<file path="src/rtl/gen1_scramble_lfsr_if.sv">
// Bus between the Gen1 scrambler LFSR stage and its neighbours.
//   slave  : the LFSR stage (takes the word in, drives the registered word
//            plus the per-byte scramble value out)
//   master : the upstream driver / downstream XOR stage view
// Signals:
//   valid_i, data_in[31:0], datak_i[3:0]      word into the stage
//   valid_o, data_o[31:0], datak_o[3:0]       registered word out
//   lfsr_scramble_value[31:0]                 scramble byte per data byte
//   lfsr_state_o[15:0]                        current LFSR state (debug)
interface gen1_scramble_lfsr_if;
  logic        valid_i;
  logic [31:0] data_in;
  logic [3:0]  datak_i;
  logic        valid_o;
  logic [31:0] data_o;
  logic [3:0]  datak_o;
  logic [31:0] lfsr_scramble_value;
  logic [15:0] lfsr_state_o;

  modport slave (
    input  valid_i, data_in, datak_i,
    output valid_o, data_o, datak_o, lfsr_scramble_value, lfsr_state_o
  );

  modport master (
    output valid_i, data_in, datak_i,
    input  valid_o, data_o, datak_o, lfsr_scramble_value, lfsr_state_o
  );
endinterface

</file>
<file path="src/rtl/gen1_scramble_lfsr.sv">
// Gen1 (8b/10b) scrambler LFSR stage, x4 bytes per clock.
// Produces one scramble byte per data byte and forwards the data word and K
// flags one clock later so word and scramble value reach the XOR stage
// together. Polynomial x^16+x^5+x^4+x^3+1 (Galois form).
//   COM (K28.5) : scramble byte 00, LFSR reloads SEED
//   SKP (K28.0) : scramble byte 00, LFSR holds
//   other       : scramble byte = next 8 serial outputs, LFSR advances 8
// Ports:
//   clk_i    clock
//   rst_n_i  synchronous active-low reset
//   bus      gen1_scramble_lfsr_if.slave (word in, registered word + value out)

// One byte position of the in-word chain: takes the LFSR state seen before
// this byte and returns the state after it plus this byte's scramble value.
module gen1_scramble_byte #(
  parameter logic [15:0] SEED    = 16'hFFFF,
  parameter logic [7:0]  COM_SYM = 8'hBC,
  parameter logic [7:0]  SKP_SYM = 8'h1C
) (
  input  logic [15:0] state_i,
  input  logic [7:0]  byte_i,
  input  logic        k_i,
  output logic [15:0] state_o,
  output logic [7:0]  val_o
);
  // Eight serial steps; first output bit lands in the MSB of the byte.
  function automatic logic [23:0] adv8(input logic [15:0] s_in);
    logic [15:0] s;
    logic [15:0] n;
    logic [7:0]  v;
    s = s_in;
    v = '0;
    for (int j = 0; j < 8; j++) begin
      v[7-j]   = s[15];
      n[0]     = s[15];
      n[1]     = s[0];
      n[2]     = s[1];
      n[3]     = s[2] ^ s[15];
      n[4]     = s[3] ^ s[15];
      n[5]     = s[4] ^ s[15];
      n[15:6]  = s[14:5];
      s        = n;
    end
    return {v, s};
  endfunction

  logic [23:0] step;
  logic        is_com;
  logic        is_skp;

  assign step   = adv8(state_i);
  assign is_com = k_i && (byte_i == COM_SYM);
  assign is_skp = k_i && (byte_i == SKP_SYM);

  always_comb begin
    state_o = step[15:0];
    val_o   = step[23:16];
    if (is_com) begin
      state_o = SEED;
      val_o   = 8'h00;
    end else if (is_skp) begin
      state_o = state_i;
      val_o   = 8'h00;
    end
  end
endmodule

module gen1_scramble_lfsr #(
  parameter logic [15:0] SEED    = 16'hFFFF,
  parameter logic [7:0]  COM_SYM = 8'hBC,
  parameter logic [7:0]  SKP_SYM = 8'h1C
) (
  input  logic                 clk_i,
  input  logic                 rst_n_i,
  gen1_scramble_lfsr_if.slave  bus
);
  localparam int NUM_LANES = 4;

  logic [15:0] state_q, state_d;
  logic        valid_q, valid_d;
  logic [NUM_LANES-1:0][7:0] data_q, data_d;
  logic [NUM_LANES-1:0]      datak_q, datak_d;
  logic [NUM_LANES-1:0][7:0] val_q, val_d;

  // chain[i] is the LFSR state in front of byte i; chain[NUM_LANES] is the
  // state after the whole word.
  logic [NUM_LANES:0][15:0]  chain;
  logic [NUM_LANES-1:0][7:0] val_w;

  assign chain[0] = state_q;

  for (genvar g = 0; g < NUM_LANES; g++) begin : g_lane
    gen1_scramble_byte #(
      .SEED    (SEED),
      .COM_SYM (COM_SYM),
      .SKP_SYM (SKP_SYM)
    ) u_byte (
      .state_i (chain[g]),
      .byte_i  (bus.data_in[8*g +: 8]),
      .k_i     (bus.datak_i[g]),
      .state_o (chain[g+1]),
      .val_o   (val_w[g])
    );
  end

  // Idle cycles freeze the LFSR and hold the last word on the outputs;
  // only valid_o drops.
  always_comb begin
    state_d = state_q;
    valid_d = bus.valid_i;
    data_d  = data_q;
    datak_d = datak_q;
    val_d   = val_q;
    if (bus.valid_i) begin
      state_d = chain[NUM_LANES];
      data_d  = bus.data_in;
      datak_d = bus.datak_i;
      val_d   = val_w;
    end
  end

  always_ff @(posedge clk_i) begin
    if (!rst_n_i) begin
      state_q <= SEED;
      valid_q <= 1'b0;
      data_q  <= '0;
      datak_q <= '0;
      val_q   <= '0;
    end else begin
      state_q <= state_d;
      valid_q <= valid_d;
      data_q  <= data_d;
      datak_q <= datak_d;
      val_q   <= val_d;
    end
  end

  assign bus.valid_o             = valid_q;
  assign bus.data_o              = data_q;
  assign bus.datak_o             = datak_q;
  assign bus.lfsr_scramble_value = val_q;
  assign bus.lfsr_state_o        = state_q;
endmodule

</file>
<file path="src/flat_wrapper.sv">
// flat-port wrapper written by rule: the top's interface ports become plain ports
module gen1_scramble_lfsr_flat 
#(
  parameter logic [15:0] SEED    = 16'hFFFF,
  parameter logic [7:0]  COM_SYM = 8'hBC,
  parameter logic [7:0]  SKP_SYM = 8'h1C
)
  (clk_i, rst_n_i, bus_valid_i, bus_data_in, bus_datak_i, bus_valid_o, bus_data_o, bus_datak_o, bus_lfsr_scramble_value, bus_lfsr_state_o);
  gen1_scramble_lfsr_if bus_i ();
  input  logic clk_i;
  input  logic rst_n_i;
  input wire logic [$bits(bus_i.valid_i)-1:0] bus_valid_i;
  input wire logic [$bits(bus_i.data_in)-1:0] bus_data_in;
  input wire logic [$bits(bus_i.datak_i)-1:0] bus_datak_i;
  output wire logic [$bits(bus_i.valid_o)-1:0] bus_valid_o;
  output wire logic [$bits(bus_i.data_o)-1:0] bus_data_o;
  output wire logic [$bits(bus_i.datak_o)-1:0] bus_datak_o;
  output wire logic [$bits(bus_i.lfsr_scramble_value)-1:0] bus_lfsr_scramble_value;
  output wire logic [$bits(bus_i.lfsr_state_o)-1:0] bus_lfsr_state_o;
  assign bus_i.valid_i = bus_valid_i;
  assign bus_i.data_in = bus_data_in;
  assign bus_i.datak_i = bus_datak_i;
  assign bus_valid_o = bus_i.valid_o;
  assign bus_data_o = bus_i.data_o;
  assign bus_datak_o = bus_i.datak_o;
  assign bus_lfsr_scramble_value = bus_i.lfsr_scramble_value;
  assign bus_lfsr_state_o = bus_i.lfsr_state_o;
  gen1_scramble_lfsr #(.SEED(SEED), .COM_SYM(COM_SYM), .SKP_SYM(SKP_SYM)) u_core (.clk_i(clk_i), .rst_n_i(rst_n_i), .bus(bus_i));
endmodule
</file>
<file path="config.mk">
export PLATFORM = sky130hd
export DESIGN_NAME = gen1_scramble_lfsr_flat
export DESIGN_NICKNAME = d
export VERILOG_FILES = /design/src/rtl/gen1_scramble_lfsr_if.sv /design/src/rtl/gen1_scramble_lfsr.sv /design/src/flat_wrapper.sv
export SDC_FILE = /design/constraint.sdc
export NUM_CORES = 1
export LEC_CHECK = 0
export CAP_MARGIN = 15
export CORE_ASPECT_RATIO = 0.7
export CORE_MARGIN = 8
export CORE_UTILIZATION = 56
export DETAILED_ROUTE_END_ITERATION = 10
export GPL_TIMING_DRIVEN = 0
export PLACE_DENSITY_LB_ADDON = 0.2
export SLEW_MARGIN = 0
export SYNTH_ARGS = -nofsm -noshare
export SYNTH_HDL_FRONTEND = slang
export SYNTH_SLANG_ARGS = --single-unit
</file>
<file path="constraint.sdc">
create_clock -name clk_i -period 6.8 [get_ports clk_i]
set_input_delay 1.36 -clock clk_i [delete_from_list [all_inputs] [get_ports clk_i]]
set_output_delay 1.36 -clock clk_i [all_outputs]
set_load 0.01 [all_outputs]
</file>
Yosys cells after proc, flatten, opt, wreduce, memory -nomap -nowiden --
Index checks and enable logic that the tools add are counted. W data, S select, Z words.
Operators by class: equal/unequal tests 8, multiplexer cells 16, bitwise gates (word level) 96, reductions and logical operators 8
Operators with widths (count):
- $mux W16 | 8
- $xor A1 B1 Y1 | 96
- $mux W8 | 8
- $eq A8 B5 Y1 const B | 4
- $eq A8 B8 Y1 const B | 4
- $logic_and A1 B1 Y1 | 8
Storage, ports and cells: register bits after elaboration 85, bits of input ports 39, output and inout bits 85, logic and storage cells 139

Logic depth before layout (Yosys ltp) --
depth in word-level cells 20, gate-level depth with buffers 13

Modules after synthesis --
From an unflattened synthesis, not the netlist that was laid out.
Second synthesis, totals: cells, all modules 697, area total of the unflattened synthesis 6004.5 µm²
By module, submodules not included:
- gen1_scramble_lfsr | times used 1, cells each 289, area each 3331.9 µm², sequential area each 1701.6 µm²
- gen1_scramble_byte | times used 4, cells each 102, area each 668.1 µm², sequential area each 0.0 µm²

Worst setup path after synthesis --
OpenSTA, ideal clock, no wires.
path type input -> register, start point in bus_data_in[6], end point reg u_core.state_q[9], in the netlist u_core.bus.lfsr_state_o[9], library setup time 140 ps, arrival time 4047 ps, setup slack 2613 ps, cell stages on the path 12, path buffers 1, cells stage by stage nand4bb_1 > buf_6 > o41ai_1 > o31ai_4 > xnor2_1 > xor3_1 > o2bb2ai_1 > o21ai_4 > xor2_2 > xor2_1 > xnor2_1 > a21oi_1
Between the ends: word-level cells in the longest chain between the ends 16, elaborated cells between the ends (all ways) 31, those cells by class 2 x eq/ne; 8 x mux; 19 x bitwise; 2 x reduce/logical
Ends and longest elaborated chain:
- from (decl) | RTL line flat_wrapper.sv:13 | input wire logic [$bits(bus_i.data_in)-1:0] bus_data_in;
- $eq A8 B5 Y1 | RTL line gen1_scramble_lfsr.sv:53 | assign is_skp = k_i && (byte_i == SKP_SYM);
- $logic_and A1 B1 Y1 | RTL line gen1_scramble_lfsr.sv:53
- $mux W16 | RTL line gen1_scramble_lfsr.sv:61 | end else if (is_skp) begin
- $mux W16 (*) | RTL line gen1_scramble_lfsr.sv:58 | if (is_com) begin
- $xor A1 B1 Y1 | RTL line gen1_scramble_lfsr.sv:38 | n[3] = s[2] ^ s[15];
- $xor A1 B1 Y1 | RTL line gen1_scramble_lfsr.sv:39 | n[4] = s[3] ^ s[15];
- $xor A1 B1 Y1 | RTL line gen1_scramble_lfsr.sv:40 | n[5] = s[4] ^ s[15];
- $mux W16 (*) | RTL line gen1_scramble_lfsr.sv:61
- $mux W16 (*) | RTL line gen1_scramble_lfsr.sv:58
- $mux W16 (*) | RTL line gen1_scramble_lfsr.sv:61
- $mux W16 (*) | RTL line gen1_scramble_lfsr.sv:58
- $xor A1 B1 Y1 | RTL line gen1_scramble_lfsr.sv:38
- $xor A1 B1 Y1 | RTL line gen1_scramble_lfsr.sv:39
- $xor A1 B1 Y1 | RTL line gen1_scramble_lfsr.sv:40
- $mux W16 (*) | RTL line gen1_scramble_lfsr.sv:61
- $mux W16 (*) | RTL line gen1_scramble_lfsr.sv:58
- to (signal assigned) | RTL line gen1_scramble_lfsr.sv:130 | state_q <= state_d;
- to (decl) | RTL line gen1_scramble_lfsr.sv:79 | logic [15:0] state_q, state_d;
Mark *: on every way between the ends. The rest lies on a longest branch, timed or not. A chain may end at the register's enable or synchronous reset.

Worst setup path in the final report --
start point in bus_data_in[7], end point reg u_core.state_q[9], in the netlist u_core.bus.lfsr_state_o[9]
Same word-level chain as after synthesis.

==> results.json <==
{
  "place_inst": 933,
  "drt_iter0_markers": 791,
  "wl_per_cell_um": 22.8,
  "synth_edf_count": 0,
  "dieHeight_um": 102,
  "crit_buf_inv": 3,
  "mostFrequentLayoutCell": "clkdlybuf4s50_1",
  "seqPwrFrac": 0.126,
  "grt_max_degree": 15,
  "final_util": 0.735,
  "finalSetupTns_ns": 0,
  "postCtsHoldBufs": 0,
  "io_pins": 124,
  "finalInstanceArea_um2": 7550,
  "syn-cell-area_um2": 5860,
  "hold_class": "flip-flop to flip-flop",
  "core_area_um2": 10300,
  "setup_viol": 0,
  "cts_tree": "built",
  "highest_layer": "met4",
  "final_nets": 851,
  "grt_pass1_vias": 5942,
  "start_util": 0.570,
  "drc_errors": 0,
  "fillers": 726,
  "cts.clk_slew.worst_paths_ns": 0.06,
  "via_per_inst": 6.35,
  "fin_total_pwr_mw": 5.39,
  "rows": 31,
  "layout.cells.non_filler": 949,
  "post_cts_buffers": 0,
  "fin_skew_ns": 0.00809,
  "critical_path_arrival_ns": 5.40,
  "relSlewSlack": 0.264,
  "drt_wl_total_um": 21700,
  "dieArea_um2": 14100,
  "antenna_found_initial": 0,
  "crit_slowest_cell": "o31ai_1",
  "grt_pass1_wl_um": 33600,
  "worst_setup_path_start_kind": "primary input",
  "globalplace.congestion": 1.01,
  "avgSynthCellArea_um2": 8.65,
  "criticalPathCategory": "primary input to flip-flop",
  "area_growth_pct": 28.8,
  "internal_power_mw": 2.79,
  "ys_types": 89,
  "synth_flop_cell": "dfxtp_1",
  "yosysWarnings": 0,
  "power-per-cell-area_nw_per_um2": 714,
  "finalWorstPathRequiredPeriod_ns": 5.20,
  "status": "finished, final reports clean",
  "yosysSeqAreaShare": 0.290,
  "synth_async_sr_flop_share": 0,
  "portBuffers": 122,
  "dpl-instance-area_um2": 7260,
  "placement.setup.worst_slack_ns": 1.42,
  "synth_cells": 678,
  "postCtsResizedCells": 0,
  "htree_levels": 3,
  "max_stage_delay_ns": 0.45,
  "vias": 6023,
  "drive_gt1_frac": 0.100,
  "hpwl_um": 16500,
  "max_cap_viol_count": 0,
  "ant_nets": 0,
  "cts_num_sinks": 85,
  "dieWidth_um": 138,
  "cts_max_path_buffers": 2,
  "worst_ep_required_time_ns": 6.99,
  "p_comb_frac": 0.783,
  "cts_root_buffer": "clkbuf_16",
  "most-common-layout-cells": "clkdlybuf4s50_1, dfxtp_1, nor2b_1, nor2_1, nand2_1",
  "wl_met2_um": 8940,
  "hold_viol": 0,
  "crit_chain": "clkdlybuf4s50_1, buf_2, and4bb_2, nand2_1, o31ai_1, buf_2, xnor3_1, a21oi_1, o22ai_1, xor2_2, xor2_1, xnor2_1, a21oi_1",
  "fin_crit_sh": 0.765,
  "peakVddDrop_uv": 434,
  "p_leak_nw": 2.87,
  "drv_slew": 0,
  "syn_nets": 717,
  "grt_overflow": 0,
  "netSwitchingPower_mw": 2.60,
  "cts_buffers": 9,
  "crit_family": "compound AO/OA/AOI/OAI gates",
  "setup_ws_ns": 1.60,
  "wl_met1_um": 9720,
  "dr.pass1.iters": 6,
  "end_kind": "flip-flop",
  "clock_latency_ns": 0.34,
  "ys_seq_elements": 85,
  "path_max_fanout": 10,
  "rsz0062_at_grt": "no",
  "wl_met3_um": 2400,
  "worst_pin_slew_ns": 1.10,
  "swShare": 0.482,
  "clock_power_share": 0.092,
  "fmax_mhz": 192,
  "track_usage": 0.301,
  "hold_ws_ns": 0.484
}
[cell families after synthesis]
kind of cell | Yosys count | synth area share
AO/OA/AOI/OAI | 163 | 0.220
XOR/XNOR | 73 | 0.130
buffers and inverters | 68 | 0.0578
flip-flops | 85 | 0.290
multiplexers | 45 | 0.0777
AND/OR/NAND/NOR | 244 | 0.224
[flip-flops by register name, summed over array words and instances, names as in the netlist]
name / cells
u_core.bus.lfsr_state_o: 16
u_core.bus.valid_o: 1
u_core.bus.data_o: 32
u_core.bus.datak_o: 4
u_core.bus.lfsr_scramble_value: 32
[area by class of cell]
cell class | count | area (µm²) | area share
diodes | 1 | 2.50 | 0.000331
plain buffers | 61 | 313 | 0.0414
clock inverters | 5 | 61.3 | 0.00812
repair buffers | 123 | 1230 | 0.163
flip-flops and latches | 85 | 1700 | 0.225
well taps | 132 | 165 | 0.0219
clock buffers | 10 | 229 | 0.0303
inverters | 7 | 26.3 | 0.00348
multi-input cells | 525 | 3820 | 0.506
[Yosys cell counts (3+ instances only)]
cell        n  area, µm²
a21oi_1    35        175
nand3_1    19       95.1
o2bb2ai_1   4       35.0
o21ai_0    19       95.1
and4b_1     4       40.0
o211ai_1    3       22.5
a211o_1     3       26.3
dfxtp_1    85       1700
a22oi_1    15        113
mux2i_1    41        410
mux2_2      4       45.0
o22ai_1    11       68.8
buf_1       7       26.3
a21boi_0   10       75.1
xnor2_1    41        359
nand4_1     4       25.0
a31oi_1     4       25.0
xor2_1     22        193
nor2b_1    58        363
nand2b_1    4       25.0
o21a_1      6       45.0
buf_4      17        128
o221ai_1    3       26.3
a211oi_1    5       37.5
nor3_1     13       65.1
and2_1      8       50.1
or3_1       4       25.0
clkbuf_1   26       97.6
xnor3_1     5        113
inv_1       7       26.3
nor4_1      5       31.3
o21ai_2     3       26.3
nand2_1    47        176
buf_2       9       45.0
nor2_1     58        218
[per-layer routing]
| metal | vias up | global-route usage |
|---|---|---|
| met3 | 60 | 0.0923 |
| met1 | 2857 | 0.402 |
| met2 | 423 | 0.447 |
| met4 | 0 | 0.112 |
| met5 | - | 0 |
| li1 | 2683 | - |
[final timing paths]
kind,start,end,slack (ns),depth (start not counted)
setup / recovery,bus_data_in[7],u_core.bus.lfsr_state_o[9],1.60,13
hold / removal,u_core.bus.lfsr_scramble_value[20],u_core.bus.lfsr_scramble_value[20],0.48,2
setup reg to reg,u_core.bus.lfsr_state_o[9],u_core.bus.lfsr_state_o[5],3.02,12
hold reg to reg,u_core.bus.lfsr_scramble_value[20],u_core.bus.lfsr_scramble_value[20],0.48,2
[worst reg2reg max path: stages, from the launching register on]
cell	delay, ns
dfxtp_1	0.33
clkbuf_1	0.41
xnor2_1	0.26
xor2_1	0.30
a21oi_1	0.12
o21a_1	0.22
nor3_1	0.32
o21ai_0	0.13
a31oi_1	0.51
mux2i_1	0.21
nor2_4	0.28
xnor3_1	0.38
a221oi_2	0.23
[power groups by stage]
stage / clock, mW / sequential (mW) / combinational (mW)
after detailed placement: 0 / 0.683 / 4.07
after CTS: 0.492 / 0.674 / 4.11
after global routing: 0.513 / 0.685 / 4.46
after floorplan: 0 / 0.693 / 3.09
final: 0.494 / 0.677 / 4.22
after global placement: 0 / 0.679 / 4.04
Power figures use the tool's default switching activity.
